### config.mk
export PLATFORM = sky130hd
export DESIGN_NAME = uart_inst_loader
export DESIGN_NICKNAME = d
export VERILOG_FILES = /design/src/rtl/uart_inst_loader.sv
export SDC_FILE = /design/constraint.sdc
export NUM_CORES = 1
export LEC_CHECK = 0
export CAP_MARGIN = 30
export CORE_MARGIN = 5
export CORE_UTILIZATION = 35
export CTS_CLUSTER_DIAMETER = 120
export DETAILED_ROUTE_END_ITERATION = 8
export HOLD_SLACK_MARGIN = 0.05
export MAX_ROUTING_LAYER = met4
export PLACE_DENSITY_LB_ADDON = 0.08
export SYNTH_ARGS = -nofsm -noshare
export SYNTH_HDL_FRONTEND = slang
export SYNTH_SLANG_ARGS = --single-unit
### constraint.sdc
create_clock -name clk -period 3.1 [get_ports clk]
set_clock_uncertainty 0.05 [all_clocks]
set_input_delay 0.62 -clock clk [delete_from_list [all_inputs] [get_ports clk]]
set_output_delay 0.62 -clock clk [all_outputs]
set_load 0.02 [all_outputs]
### src/rtl/uart_inst_loader.sv
// 8N1 UART receiver that packs four bytes (big-endian) into a 32-bit word
// and writes it to instruction memory at an auto-incrementing word address.
module uart_inst_loader #(
    parameter int CLKS_PER_BIT = 434
) (
    input  logic        clk,
    input  logic        rst,
    input  logic        rx,
    input  logic        en,
    output logic        we,
    output logic [7:0]  addr,
    output logic [31:0] wdata,
    output logic [7:0]  rx_byte,
    output logic        busy,
    output logic        frame_err
);

    localparam int TW = $clog2(CLKS_PER_BIT);
    localparam logic [TW-1:0] HALF = TW'(CLKS_PER_BIT / 2);
    localparam logic [TW-1:0] LAST = TW'(CLKS_PER_BIT - 1);

    typedef enum logic [1:0] {
        IDLE,
        START,
        DATA,
        STOP
    } state_t;

    state_t          state;
    logic            rx_meta;
    logic            rx_s;
    logic            en_q;
    logic [TW-1:0]   timer;
    logic [2:0]      bit_idx;
    logic [1:0]      byte_idx;
    logic [7:0]      shift;

    // rx is asynchronous to clk; the line idles high, so the flops reset to 1.
    always_ff @(posedge clk or posedge rst) begin
        if (rst) begin
            rx_meta <= 1'b1;
            rx_s    <= 1'b1;
        end else begin
            rx_meta <= rx;
            rx_s    <= rx_meta;
        end
    end

    // we is a one-cycle strobe with no back-pressure: the memory must take
    // addr/wdata in the cycle we is high; addr advances in the cycle after.
    always_ff @(posedge clk or posedge rst) begin
        if (rst) begin
            state     <= IDLE;
            en_q      <= 1'b0;
            timer     <= '0;
            bit_idx   <= '0;
            byte_idx  <= '0;
            shift     <= '0;
            we        <= 1'b0;
            addr      <= '0;
            wdata     <= '0;
            rx_byte   <= '0;
            frame_err <= 1'b0;
        end else begin
            en_q <= en;
            we   <= 1'b0;

            if (en && !en_q) begin
                frame_err <= 1'b0;
            end

            if (we) begin
                addr     <= addr + 8'd1;
                byte_idx <= '0;
            end

            if (!en) begin
                // Abort wins over everything, including a pending address step.
                state    <= IDLE;
                timer    <= '0;
                bit_idx  <= '0;
                byte_idx <= '0;
                addr     <= '0;
            end else begin
                case (state)
                    IDLE: begin
                        if (!rx_s) begin
                            state <= START;
                            timer <= '0;
                        end
                    end

                    START: begin
                        if (timer == HALF) begin
                            timer <= '0;
                            if (!rx_s) begin
                                state   <= DATA;
                                bit_idx <= '0;
                            end else begin
                                state <= IDLE;
                            end
                        end else begin
                            timer <= timer + TW'(1);
                        end
                    end

                    DATA: begin
                        if (timer == LAST) begin
                            timer <= '0;
                            shift <= {rx_s, shift[7:1]};
                            if (bit_idx == 3'd7) begin
                                state <= STOP;
                            end else begin
                                bit_idx <= bit_idx + 3'd1;
                            end
                        end else begin
                            timer <= timer + TW'(1);
                        end
                    end

                    STOP: begin
                        if (timer == LAST) begin
                            timer <= '0;
                            state <= IDLE;
                            if (rx_s) begin
                                rx_byte <= shift;
                                case (byte_idx)
                                    2'd0:    wdata[31:24] <= shift;
                                    2'd1:    wdata[23:16] <= shift;
                                    2'd2:    wdata[15:8]  <= shift;
                                    default: wdata[7:0]   <= shift;
                                endcase
                                // The last byte holds byte_idx at 3 until the strobe retires it.
                                if (byte_idx == 2'd3) begin
                                    we <= 1'b1;
                                end else begin
                                    byte_idx <= byte_idx + 2'd1;
                                end
                            end else begin
                                frame_err <= 1'b1;
                                byte_idx  <= '0;
                            end
                        end else begin
                            timer <= timer + TW'(1);
                        end
                    end

                    default: state <= IDLE;
                endcase
            end
        end
    end

    assign busy = (state != IDLE) || (byte_idx != 2'd0);

endmodule
Word level (Yosys, flattened, before mapping)
Index checks and enable logic that the tools add are counted. W data, S select, Z words.

Word-level logic and storage cells: 93. Bits in registers: 77.

$add $sub $neg: 4. Bitwise logic cells: 1. Reduce and logical (&&, ||, !) cells: 17. Equal/unequal tests: 18. Muxes and demuxes: 37.

Operator list (number): $mux W9 (4); $reduce_and A5 Y1 (6); $pmux W9 S3 (1); $mux W2 (13); $ne A3 B3 Y1 const B (7); $mux W8 (2); $mux W3 (5); $mux W1 (10); $add A9 B1 Y9 const B (1); $eq A9 B8 Y1 const B (1); $eq A9 B9 Y1 const B (1); $add A8 B1 Y8 const B (1); $eq A2 B2 Y1 const B (4); $pmux W2 S4 (1); $pmux W3 S2 (1); $eq A2 B1 Y1 const B (2); $logic_not A2 Y1 (2); $reduce_and A4 Y1 (1); $reduce_bool A2 Y1 (2); $add A3 B1 Y3 const B (1); $eq A3 B3 Y1 const B (1); $ne A3 B1 Y1 const B (1); $reduce_and A3 Y1 (1); $reduce_or A3 Y1 (1); other kinds (7) (7).

Logic depth before layout (Yosys ltp)
Gate-level depths: netlist (run 1).

Depth after elaboration: 7. Depth in mapped cells: 7.

Worst setup path after synthesis (run 1)
No wires, ideal clock.

Path type: input port to flip-flop. Start point: in en. End point: reg wdata[25]. Setup slack: 1.132 ns. Library setup time: 0.125 ns. Path buffers: 1. Required time: 2.925 ns. Arrival: 1.793 ns. Stages: 4. Cells stage by stage: clkbuf_1 nand2_2 nor3_4 mux2_2.

Word-level cells in the longest chain between the ends: 1.

RTL lines: start: declaration (line 9) `input logic en,`; $reduce_and A5 Y1 (no line); end signal: assignment (line 128) `2'd0: wdata[31:24] <= shift;`; end: declaration (line 12) `output logic [31:0] wdata,`.

No other way between the ends. A chain may end at the register's enable or synchronous reset.

Worst setup path in the final report (run 1)
Start point: reg state[0]. End point: out busy.

Word-level cells in the longest chain between the ends: 2.

RTL lines: start: declaration (line 29) `state_t state;`; start signal: assignment (line 53) `state <= IDLE;`; start signal: assignment (line 79) `state <= IDLE;`; start signal: assignment (line 88) `state <= START;`; $reduce_bool A2 Y1 (line 154) `assign busy = (state != IDLE) || (byte_idx != 2'd0);`; $logic_or A1 B1 Y1 (line 154); end: declaration (line 14) `output logic busy,`.

No other way between the ends.

==> Flow_metrics.wiki, run 1 <==
{| class="wikitable"
! Metric !! Value
|-
| Outcome || finished, final reports clean
|-
| Post-synth ARST share || 100%
|-
| First-pass GRT wire length || 12600 um
|-
| Unrepaired setup endpoints after global routing || false
|-
| GR Util All Layers || 14.2%
|-
| Clock slew at reported path FFs || 0.08 ns
|-
| Cells on Worst Hold Path || 0
|-
| Signal arrival time at the worst endpoint || 1.84 ns
|-
| Power spent charging and discharging nets || 485 uW
|-
| Crit path max fanout || 17
|-
| Number of max-slew violations in the final report || 0
|-
| Largest incremental delay on the critical path || 0.70 ns
|-
| Netlist area before placement || 3460 um2
|-
| Number of nets with antenna violations after routing || 0
|-
| Post-synthesis sequential area ratio || 55.8%
|-
| Die Span Y || 109 um
|-
| Residual overflow from global routing || 0
|-
| Power per cell area || 453 nW/um2
|-
| Count of buffers from port buffering || 54
|-
| Internal portion of total power || 1510 uW
|-
| Crit path capture type || primary output
|-
| FP Rows || 36
|-
| Worst R2R End || wdata[26]
|-
| Htree depth || 3
|-
| Vias || 2256
|-
| Switching portion of total power || 24.3%
|-
| Maximum buffer depth of the clock tree || 2
|-
| Place WS || 0.352 ns
|-
| Critical path required time || 2.43 ns
|-
| Sequential cell fraction of total power || 51.6%
|-
| Final critical delay including setup and external delays || 2.51 ns
|-
| Cells along the critical path || nor2_1 > nand2_1 > clkdlybuf4s50_1
|-
| Total wire length || 7570 um
|-
| Maximum resistive drop on vdd || 0.000196 V
|-
| Count of final hold-check violations || 0
|-
| Root Buffer Master || sky130_fd_sc_hd__clkbuf_8
|-
| Count of pins on the block boundary || 55
|-
| Floorplan die width || 109 um
|-
| Kind of start point of the critical path || register
|-
| Reg2reg start || timer[1]
|-
| Total iterations of the first detailed-routing run || 4
|-
| # fillers || 943
|-
| Hold Path Class || register to register
|-
| Post-layout power || 1990 uW
|-
| Number of flops mapped to enable cells by yosys || 0
|-
| Area taken by multi-input logic gates || 1460 um2
|-
| Largest delay share family, worst path || flip-flops
|-
| Layout Area Growth over Synthesis || 27.3%
|-
| Crit path max-delay cell type || sky130_fd_sc_hd__dfrtp_1
|-
| Wire length per cell || 16.2 um
|-
| Actual slew at the worst max-slew pin || 0.557 ns
|-
| Count of state elements after synthesis || 77
|-
| Vias in the first global route || 2406
|-
| Max Clock Freq || 398 MHz
|-
| Count of cells along the worst register-to-register path || 6
|-
| Critical path class || register to primary output
|-
| Clock Latency Late Sink || 0.35 ns
|-
| DRC violation total after the first TritonRoute iteration || 49
|-
| Static power due to leakage || 0.00202 uW
|-
| Floorplan die area || 12000 um2
|-
| Post-CTS setup buffers || 0
|-
| Syn Area/Cell || 12.9 um2
|-
| Clock share of power || 44.2%
|-
| DRC violation count after routing || 0
|-
| Post-synth net total || 280
|-
| Number of buffers created by CTS || 9
|-
| Setup violation total in the final timing report || 0
|-
| Final weighted congestion of routability-driven global placement || 0.767
|-
| Syn Inst Count || 267
|-
| Sum Neg Setup Slack || 0 ns
|-
| Initial antenna violation count || 0
|-
| Ratio of cells with drive above 1 in the final layout || 26.4%
|-
| Max_slew headroom || 62.8%
|-
| Post-detailed-placement half-perimeter wirelength || 4970 um
|-
| Min setup slack post-route || 0.586 ns
|-
| Comb power frac || 4.2%
|-
| Hold wc startpoint || rx_meta
|-
| Part of the cycle the worst path needs || 81.1%
|-
| Number of warnings reported in the yosys synthesis log || 0
|-
| Register-to-Register Setup Slack || 0.86 ns
|-
| TritonCTS Sinks || 77
|-
| Quantity of gates resized following cts || 0
|-
| Count of unique library cells instantiated by Yosys || 51
|-
| Buf+Inv Stages, Crit Path || 1
|-
| Sequential cell area || 1930 um2
|-
| Hold Crit Endpoint || rx_s
|-
| CTS tree || yes
|-
| Number of buffers added to fix hold violations after cts || 0
|-
| Largest net degree at the start of global routing || 56
|-
| Number of inserted diodes || 0
|-
| Placeable core region || 9680 um2
|-
| # Max-Cap Violations || 0
|-
| Nets || 341
|-
| Via/cell ratio || 4.84
|-
| Starting Density || 35.7%
|-
| Predominant post-synthesis flop cell || sky130_fd_sc_hd__dfrtp_1
|}
==> kinds of logic (layout without fill, tap and decap cells) <==
group,count (synthesis),count (layout),share of synthesized area (%)
DFF,77,77,55.8
muxes,53,53,17.2
adders and majority gates,9,9,3.26
AOI/OAI and AO/OA,19,19,3.91
and+or+nand+nor,80,80,14.6
xor gates and xnor gates,13,13,3.29
buffers and inverters,16,82,1.92
==> worst register-to-register path: stages (launching register included) <==
cell and delay, ns:
sky130_fd_sc_hd__dfrtp_1 0.41, sky130_fd_sc_hd__inv_1 0.08, sky130_fd_sc_hd__ha_1 0.17, sky130_fd_sc_hd__and3b_2 0.24
sky130_fd_sc_hd__nand4_4 0.22, sky130_fd_sc_hd__nor3_4 0.56, sky130_fd_sc_hd__mux2_2 0.40
==> cell usage after synthesis (4+ instances only) <==
| cell | count | area, um2 |
|---|---|---|
| sky130_fd_sc_hd__xor2_1 | 7 | 61.3 |
| sky130_fd_sc_hd__nand3_1 | 5 | 25.0 |
| sky130_fd_sc_hd__dfrtp_1 | 75 | 1880 |
| sky130_fd_sc_hd__xnor2_1 | 6 | 52.6 |
| sky130_fd_sc_hd__ha_1 | 9 | 113 |
| sky130_fd_sc_hd__inv_1 | 7 | 26.3 |
| sky130_fd_sc_hd__nor3_4 | 4 | 65.1 |
| sky130_fd_sc_hd__nand2_1 | 16 | 60.1 |
| sky130_fd_sc_hd__nor2_1 | 15 | 56.3 |
| sky130_fd_sc_hd__mux2_2 | 49 | 552 |
| sky130_fd_sc_hd__o21ai_0 | 4 | 20.0 |
| sky130_fd_sc_hd__clkbuf_1 | 5 | 18.8 |
| sky130_fd_sc_hd__nand4_1 | 8 | 50.1 |
==> stage by stage <==
step | util [%] | hold slack, ns | area (um2) | std cells
2_1_floorplan | - | 0.295 | 3460 | 267
3_3_place_gp | 43.1 | 0.305 | 4170 | 450
3_5_place_dp | 43.1 | 0.300 | 4170 | 450
4_1_cts | 45.4 | 0.317 | 4400 | 466
5_1_grt | 45.4 | 0.329 | 4400 | 466
6_report | 45.4 | 0.312 | 4400 | 466
==> area by class of cell <==
type,count,area share [%]
clock inverters,7,2.36
repair buffers,59,13.4
clock buffers,9,2.81
flip-flops and latches,77,43.8
inverters,7,0.597
well taps,133,3.78
multi-input cells,174,33.2
==> metal layers <==
| metal | track usage (%) | vias up | routed length (um) | part of all wire [%] |
|---|---|---|---|---|
| li1 | - | 1075 | - | - |
| met1 | 20.4 | 1117 | 3860 | 51 |
| met2 | 19.6 | 58 | 3330 | 44 |
| met3 | 4.82 | 6 | 314 | 4.1 |
| met4 | 3.21 | 0 | 61 | 0.81 |
| met5 | - | - | 0 | 0 |
==> worst max-delay path by stage <==
stage                     startpoint         to  cells after the start
after floorplan                  rst    addr[0]                      1
after global placement            en  wdata[26]                      4
after detailed placement          en  wdata[26]                      4
after CTS                   state[0]       busy                      3
after global routing        state[0]       busy                      3
final                       state[0]       busy                      3
==> sequential cells by signal, summed over array words and instances, names as in the netlist <==
register,cells
rx_meta,1
state,2
rx_byte,8
we,1
en_q,1
bit_idx,3
addr,8
byte_idx,2
shift,8
rx_s,1
timer,9
wdata,32
frame_err,1
==> power groups by stage <==
stage                     registers, uW  clock network (uW)  logic (uW)
final                              1030                 881        83.5
after global placement             1050                   0        86.7
after detailed placement           1050                   0        86.2
after CTS                          1030                 919        86.7
after floorplan                    1040                   0        64.4
after global routing               1030                 972        96.3
==> cell usage in the layout, fill, tap and decap left out, types with 2 or more instances in the layout <==
cell / count
sky130_fd_sc_hd__nor3_4: 4
sky130_fd_sc_hd__nor2b_1: 2
sky130_fd_sc_hd__inv_6: 2
sky130_fd_sc_hd__nor4_1: 3
sky130_fd_sc_hd__buf_4: 4
sky130_fd_sc_hd__o22ai_1: 2
sky130_fd_sc_hd__mux2i_1: 3
sky130_fd_sc_hd__nand4_1: 8
sky130_fd_sc_hd__clkinvlp_4: 2
sky130_fd_sc_hd__clkbuf_8: 9
sky130_fd_sc_hd__clkdlybuf4s50_1: 54
sky130_fd_sc_hd__nor3_1: 3
sky130_fd_sc_hd__nand2_1: 16
sky130_fd_sc_hd__nor2_1: 15
sky130_fd_sc_hd__o21ai_0: 4
sky130_fd_sc_hd__dfstp_2: 2
sky130_fd_sc_hd__and3_2: 2
sky130_fd_sc_hd__a21oi_1: 2
sky130_fd_sc_hd__and3b_1: 2
sky130_fd_sc_hd__bufinv_16: 2
sky130_fd_sc_hd__and3_1: 3
sky130_fd_sc_hd__ha_1: 9
sky130_fd_sc_hd__xnor2_1: 6
sky130_fd_sc_hd__nand2_2: 2
sky130_fd_sc_hd__o311ai_0: 2
sky130_fd_sc_hd__mux2_2: 49
sky130_fd_sc_hd__inv_1: 6
sky130_fd_sc_hd__dfrtp_1: 75
sky130_fd_sc_hd__a22o_1: 2
sky130_fd_sc_hd__and2_1: 2
sky130_fd_sc_hd__nand3_1: 5
sky130_fd_sc_hd__xor2_1: 7
Note: power is estimated with default switching activity, not from simulation.
==> run 2: changes to the inputs <==
==> constraint.sdc (replaced) <==
create_clock -name clk -period 2.2 [get_ports clk]
set_clock_uncertainty 0.05 [all_clocks]
set_input_delay 0.44 -clock clk [delete_from_list [all_inputs] [get_ports clk]]
set_output_delay 0.44 -clock clk [all_outputs]
set_load 0.02 [all_outputs]
==> Flow_metrics.wiki, run 2 (synthesis gave the netlist of run 1 again) <==
{| class="wikitable"
! Metric !! Value
|-
| Outcome || finished, final reports clean
|-
| Max_slew headroom || 72.2% (+9.4 points)
|-
| First-pass GRT wire length || 12700 um (+0.39%)
|-
| Number of max-slew violations in the final report || 0 (unchanged)
|-
| # Max-Cap Violations || 0 (unchanged)
|-
| Count of final hold-check violations || 0 (unchanged)
|-
| Maximum buffer depth of the clock tree || 2 (unchanged)
|-
| Initial antenna violation count || 0 (unchanged)
|-
| DRC violation total after the first TritonRoute iteration || 62 (+27%)
|-
| Static power due to leakage || 0.00208 uW (+3.1%)
|-
| Clock slew at reported path FFs || 0.09 ns (about the same)
|-
| Final critical delay including setup and external delays || 2.07 ns
|-
| Max Clock Freq || 484 MHz
|-
| Clock Latency Late Sink || 0.35 ns (about the same)
|-
| Signal arrival time at the worst endpoint || 2.25 ns (+0.41 ns)
|-
| Commonest cells after routing, fill and taps aside || sky130_fd_sc_hd__dfrtp_1, sky130_fd_sc_hd__clkdlybuf4s50_1, sky130_fd_sc_hd__mux2_2, sky130_fd_sc_hd__buf_4, sky130_fd_sc_hd__nand2_1
|-
| Root Buffer Master || sky130_fd_sc_hd__clkbuf_8
|-
| Leading cell type in the layout, fill and taps excluded || sky130_fd_sc_hd__dfrtp_1
|-
| Critical path class || register to register
|-
| Maximum resistive drop on vdd || 0.000341 V (+74%)
|-
| Residual overflow from global routing || 0 (unchanged)
|-
| Floorplan die area || 12000 um2 (unchanged)
|-
| Post-detailed-placement half-perimeter wirelength || 5320 um (+7.0%)
|-
| Number of buffers created by CTS || 9 (unchanged)
|-
| Total iterations of the first detailed-routing run || 4 (unchanged)
|-
| Floorplan die width || 109 um (unchanged)
|-
| Critical path required time || 2.39 ns (-0.04 ns)
|-
| FP Rows || 36 (unchanged)
|-
| Final weighted congestion of routability-driven global placement || 0.814 (+6.1%)
|-
| Crit path max fanout || 8 (-9)
|-
| Registers with the most flip-flops || wdata (32), timer (9)
|-
| Count of buffers from port buffering || 54 (unchanged)
|-
| Ratio of cells with drive above 1 in the final layout || 30.2% (+3.7 points)
|-
| Unrepaired setup endpoints after global routing || false
|-
| Nets || 356 (+4.4%)
|-
| Vias || 2354 (+4.3%)
|-
| Largest net degree at the start of global routing || 38 (-32%)
|-
| Sum Neg Setup Slack || 0 ns (unchanged)
|-
| Count of pins on the block boundary || 55 (unchanged)
|-
| Total wire length || 7570 um (about the same)
|-
| Layout Area Growth over Synthesis || 29.9%
|-
| Flip-flop count of the largest register after layout || 32 (unchanged)
|-
| Number of inserted diodes || 0 (unchanged)
|-
| Starting Density || 35.7% (unchanged)
|-
| Vias in the first global route || 2421 (+0.62%)
|-
| Number of nets with antenna violations after routing || 0 (unchanged)
|-
| Power per cell area || 575 nW/um2 (+27%)
|-
| Wire length per cell || 15.7 um (-3.1%)
|-
| Htree depth || 3 (unchanged)
|-
| CTS tree || yes
|-
| Crit path capture type || register
|-
| Setup violation total in the final timing report || 0 (unchanged)
|-
| Largest Register || wdata
|-
| TritonCTS Sinks || 77 (unchanged)
|-
| Actual slew at the worst max-slew pin || 0.416 ns (-0.141 ns)
|-
| Via/cell ratio || 4.89 (+1.1%)
|-
| Post-CTS setup buffers || 0 (unchanged)
|-
| Part of the cycle the worst path needs || 93.9%
|-
| Placeable core region || 9680 um2 (unchanged)
|-
| Number of cells in the finished layout apart from fillers || 481 (+3.2%)
|-
| GR Util All Layers || 14.1% (-0.11 points)
|-
| Die Span Y || 109 um (unchanged)
|-
| Hold Path Class || register to register
|-
| Kind of start point of the critical path || register
|-
| DRC violation count after routing || 0 (unchanged)
|-
| Cells after DPL || 465 (+3.3%)
|}
==> run 2: changes by cell type in the layout (fill, tap and decap cells not counted), sizes merged <==
cell,change
dlygate4sd2,+1
clkdlybuf4s50,-1
clkinv,+1
bufinv,-2
clkinvlp,+1
buf,+15
==> run 2: what timing repair did <==
action / 4_1_cts / 5_1_grt
resized for setup: 2 / 1
hold buffers: 0 / 0
endpoints found under the setup margin: 1 / 6
==> run 2: metal layers <==
metal  wire length (um)  track usage, %  part of all wire [%]
met1               3960            20.3                    52
met5                  0               -                     0
met2               3290            19.6                    43
met3                261            3.82                   3.4
met4                 62            4.01                  0.82
==> run 2: layout make-up <==
type | count | area (um2)
inverter | 7 | 30.0
clock buffer | 9 | 124
fill | 906 | 5200
tap | 133 | 166
clock inverter | 7 | 57.6
timing repair buffer | 74 | 714
sequential | 77 | 1930
multi-input combinational | 174 | 1470
==> run 2: report_power, final <==
| part | internal [uW] | switching (uW) |
|---|---|---|
| combinational | 51.7 | 80.3 |
| clock | 427 | 578 |
| sequential | 1430 | 19.1 |
| total | 1900 | 678 |
==> run 2: per-stage QoR <==
stage / worst slack (ns) / hold slack [ns] / area, um2 / total power (uW) / util (%)
finish: 0.135 / 0.316 / 4490 / 2580 / 46.3
global route: 0.0225 / 0.323 / 4490 / 2710 / 46.3
CTS: 0.111 / 0.318 / 4480 / 2620 / 46.3
detailed placement: -0.155 / 0.305 / 4300 / 1610 / 44.4
global placement: -0.110 / 0.298 / 4300 / 1610 / 44.4
floorplan: 0.315 / 0.295 / 3460 / 1550 / -
==> run 2: final timing paths <==
check,start,cells past startpoint,slack [ns],to
worst min register to register,rx_meta,0,0.32,rx_s
max in group asynchronous,rst,3,1.15,rx_meta
min in group asynchronous,rst,2,0.38,rx_byte[2]
worst min-delay path,rx_meta,0,0.32,rx_s
worst max-delay path,timer[1],7,0.13,wdata[3]
worst max register to register,timer[1],7,0.13,wdata[3]
==> run 2: critical path: stages, from the launching register on <==
cell	delay, ns
sky130_fd_sc_hd__dfrtp_1	0.40
sky130_fd_sc_hd__inv_1	0.07
sky130_fd_sc_hd__ha_1	0.16
sky130_fd_sc_hd__and3b_2	0.25
sky130_fd_sc_hd__nand4_4	0.23
sky130_fd_sc_hd__nor3_4	0.22
sky130_fd_sc_hd__buf_4	0.21
sky130_fd_sc_hd__mux2_2	0.35
==> run 3: changes to the inputs <==
--- a/config.mk
+++ b/config.mk
@@ -6,7 +6,7 @@
 export NUM_CORES = 1
 export LEC_CHECK = 0
 export CAP_MARGIN = 30
-export CORE_MARGIN = 5
+export CORE_MARGIN = 1
 export CORE_UTILIZATION = 35
 export CTS_CLUSTER_DIAMETER = 120
 export DETAILED_ROUTE_END_ITERATION = 8
==> constraint.sdc (replaced) <==
create_clock -name clk -period 2.5 [get_ports clk]
set_clock_uncertainty 0.05 [all_clocks]
set_input_delay 0.5 -clock clk [delete_from_list [all_inputs] [get_ports clk]]
set_output_delay 0.5 -clock clk [all_outputs]
set_load 0.02 [all_outputs]
==> Flow_metrics.wiki, run 3 (synthesis gave the netlist of run 1 again) <==
{| class="wikitable"
! Metric !! Value
|-
| Outcome || finished, final reports clean
|-
| Number of max-slew violations in the final report || 0 (unchanged)
|-
| Final critical delay including setup and external delays || 2.37 ns
|-
| FP Rows || 35 (-2.8%)
|-
| Largest delay share family, worst path || flip-flops
|-
| Wl on met1 || 3500 um (-12%)
|-
| Count of final hold-check violations || 0 (unchanged)
|-
| Ratio of cells with drive above 1 in the final layout || 27.6% (-2.5 points)
|-
| Max_slew headroom || 62.9% (-9.3 points)
|-
| Sum Neg Setup Slack || 0 ns (unchanged)
|-
| Root Buffer Master || sky130_fd_sc_hd__clkbuf_8
|-
| Unrepaired setup endpoints after global routing || false
|-
| Stages on worst setup path || 3 (-4)
|-
| CTS tree || yes
|-
| Critical path required time || 1.95 ns (-0.44 ns)
|-
| Crit path max fanout || 17 (+9)
|-
| Final weighted congestion of routability-driven global placement || 0.807 (-0.95%)
|-
| Number of buffers created by CTS || 9 (unchanged)
|-
| Vias || 2298 (-2.4%)
|-
| Clock Latency Late Sink || 0.35 ns (about the same)
|-
| Static power due to leakage || 0.00204 uW (-1.9%)
|-
| Metal3 WL || 218 um (-16%)
|-
| Top routing layer used || met4
|-
| Floorplan die width || 101 um (-7.3%)
|-
| # fillers || 881 (-2.8%)
|-
| Hold Path Class || register to register
|-
| Vias in the first global route || 2345 (-3.1%)
|-
| Power per cell area || 494 nW/um2 (-14%)
|-
| Cells after DPL || 453 (-2.6%)
|-
| Sequential cell area || 1930 um2 (about the same)
|-
| TritonCTS Sinks || 77 (unchanged)
|-
| Critical path class || register to primary output
|-
| Area taken by multi-input logic gates || 1460 um2 (-0.34%)
|-
| Nets || 348 (-2.2%)
|-
| Post-detailed-placement half-perimeter wirelength || 4970 um (-6.6%)
|-
| DRC violation count after routing || 0 (unchanged)
|-
| Setup violation total in the final timing report || 0 (unchanged)
|-
| Count of cells along the worst register-to-register path || 7 (unchanged)
|-
| Maximum resistive drop on vdd || 0.000271 V (-20%)
|-
| DRC violation total after the first TritonRoute iteration || 79 (+27%)
|-
| Residual overflow from global routing || 0 (unchanged)
|-
| First-pass GRT wire length || 12100 um (-4.7%)
|-
| Total wire length || 7160 um (-5.4%)
|-
| GR Util All Layers || 16.2% (+2.0 points)
|-
| Max Clock Freq || 421 MHz
|-
| Number of buffers added to fix hold violations after cts || 0 (unchanged)
|-
| Post-CTS setup buffers || 0 (unchanged)
|-
| Die Span Y || 101 um (-7.3%)
|-
| Cells on Worst Hold Path || 0 (unchanged)
|-
| Detailed route wirelength on metal2 || 3410 um (+3.6%)
|-
| Number of nets with antenna violations after routing || 0 (unchanged)
|-
| Crit path max-delay cell type || sky130_fd_sc_hd__dfrtp_1
|-
| Maximum buffer depth of the clock tree || 2 (unchanged)
|-
| Starting Density || 36.7% (+1.0 points)
|-
| # Max-Cap Violations || 0 (unchanged)
|-
| Layout Area Growth over Synthesis || 28.9%
|-
| Total iterations of the first detailed-routing run || 4 (unchanged)
|-
| Number of inserted diodes || 0 (unchanged)
|-
| Signal arrival time at the worst endpoint || 1.82 ns (-0.43 ns)
|-
| Post-layout power || 2200 uW (-15%)
|-
| Largest incremental delay on the critical path || 0.70 ns (+0.30 ns)
|-
| Count of buffers from port buffering || 54 (unchanged)
|-
| Clock slew at reported path FFs || 0.08 ns (about the same)
|-
| Buf+Inv Stages, Crit Path || 1 (-1)
|-
| Quantity of gates resized following cts || 0 (-2)
|-
| Part of the cycle the worst path needs || 95.0%
|-
| Largest net degree at the start of global routing || 48 (+26%)
|-
| Number of cells in the finished layout apart from fillers || 469 (-2.5%)
|-
| Registers with the most flip-flops || wdata (32), timer (9)
|-
| Kind of start point of the critical path || register
|-
| Initial antenna violation count || 0 (unchanged)
|-
| Floorplan die area || 10300 um2 (-14%)
|-
| Via/cell ratio || 4.90 (+0.12%)
|-
| Min Hold Slack || 0.314 ns (-0.00221 ns)
|-
| Commonest cells after routing, fill and taps aside || sky130_fd_sc_hd__dfrtp_1, sky130_fd_sc_hd__clkdlybuf4s50_1, sky130_fd_sc_hd__mux2_2, sky130_fd_sc_hd__nand2_1, sky130_fd_sc_hd__nor2_1
|-
| Htree depth || 3 (unchanged)
|-
| Cells along the critical path || nor2_1 > nand2_1 > clkdlybuf4s50_1
|-
| Count of pins on the block boundary || 55 (unchanged)
|-
| Leading cell type in the layout, fill and taps excluded || sky130_fd_sc_hd__dfrtp_1
|-
| Flip-flop count of the largest register after layout || 32 (unchanged)
|-
| Actual slew at the worst max-slew pin || 0.557 ns (+0.140 ns)
|-
| Wire length per cell || 15.3 um (-3.0%)
|-
| Placeable core region || 9420 um2 (-2.8%)
|-
| Largest Register || wdata
|-
| Crit path capture type || primary output
|}
==> run 3: layout make-up <==
| cell class | count | area share (%) |
|---|---|---|
| Sequential cell | 77 | 43.3 |
| Multi-Input combinational cell | 174 | 32.8 |
| Timing Repair Buffer | 66 | 15.8 |
| Tap cell | 129 | 3.62 |
| Clock buffer | 10 | 2.87 |
| Clock inverter | 6 | 0.871 |
| Inverter | 7 | 0.674 |
==> run 3: worst paths after layout <==
| check | slack (ns) | start | end |
|---|---|---|---|
| worst max-delay path | 0.13 | state[0] | busy |
| worst min-delay path | 0.31 | rx_meta | rx_s |
| worst max register to register | 0.44 | timer[1] | wdata[2] |
| worst min register to register | 0.31 | rx_meta | rx_s |
| max in group asynchronous | 1.59 | rst | rx_s |
| min in group asynchronous | 0.51 | rst | timer[0] |
==> run 3: power by group <==
part           total (uW)  switching [uW]  leakage, uW  internal, uW
logic                 107            65.0     0.000891          41.7
registers            1270            20.3      0.00106          1250
clock network         818             459    0.0000824           359
total                2200             545      0.00204          1650
==> run 3: metrics by stage <==
stage | util [%] | worst slack [ns] | instance area [um2]
finish | 47.3 | 0.126 | 4450
floorplan | - | 0.615 | 3460
global placement | 45.5 | 0.0923 | 4290
CTS | 47.3 | 0.107 | 4450
global route | 47.3 | 0.0123 | 4450
detailed placement | 45.5 | 0.0446 | 4290
==> run 3: metal layers <==
metal / GRT usage [%] / vias up
met2: 24.7 / 42
met1: 21.0 / 1152
li1: - / 1096
met5: - / -
met3: 4.69 / 8
met4: 4.35 / 0
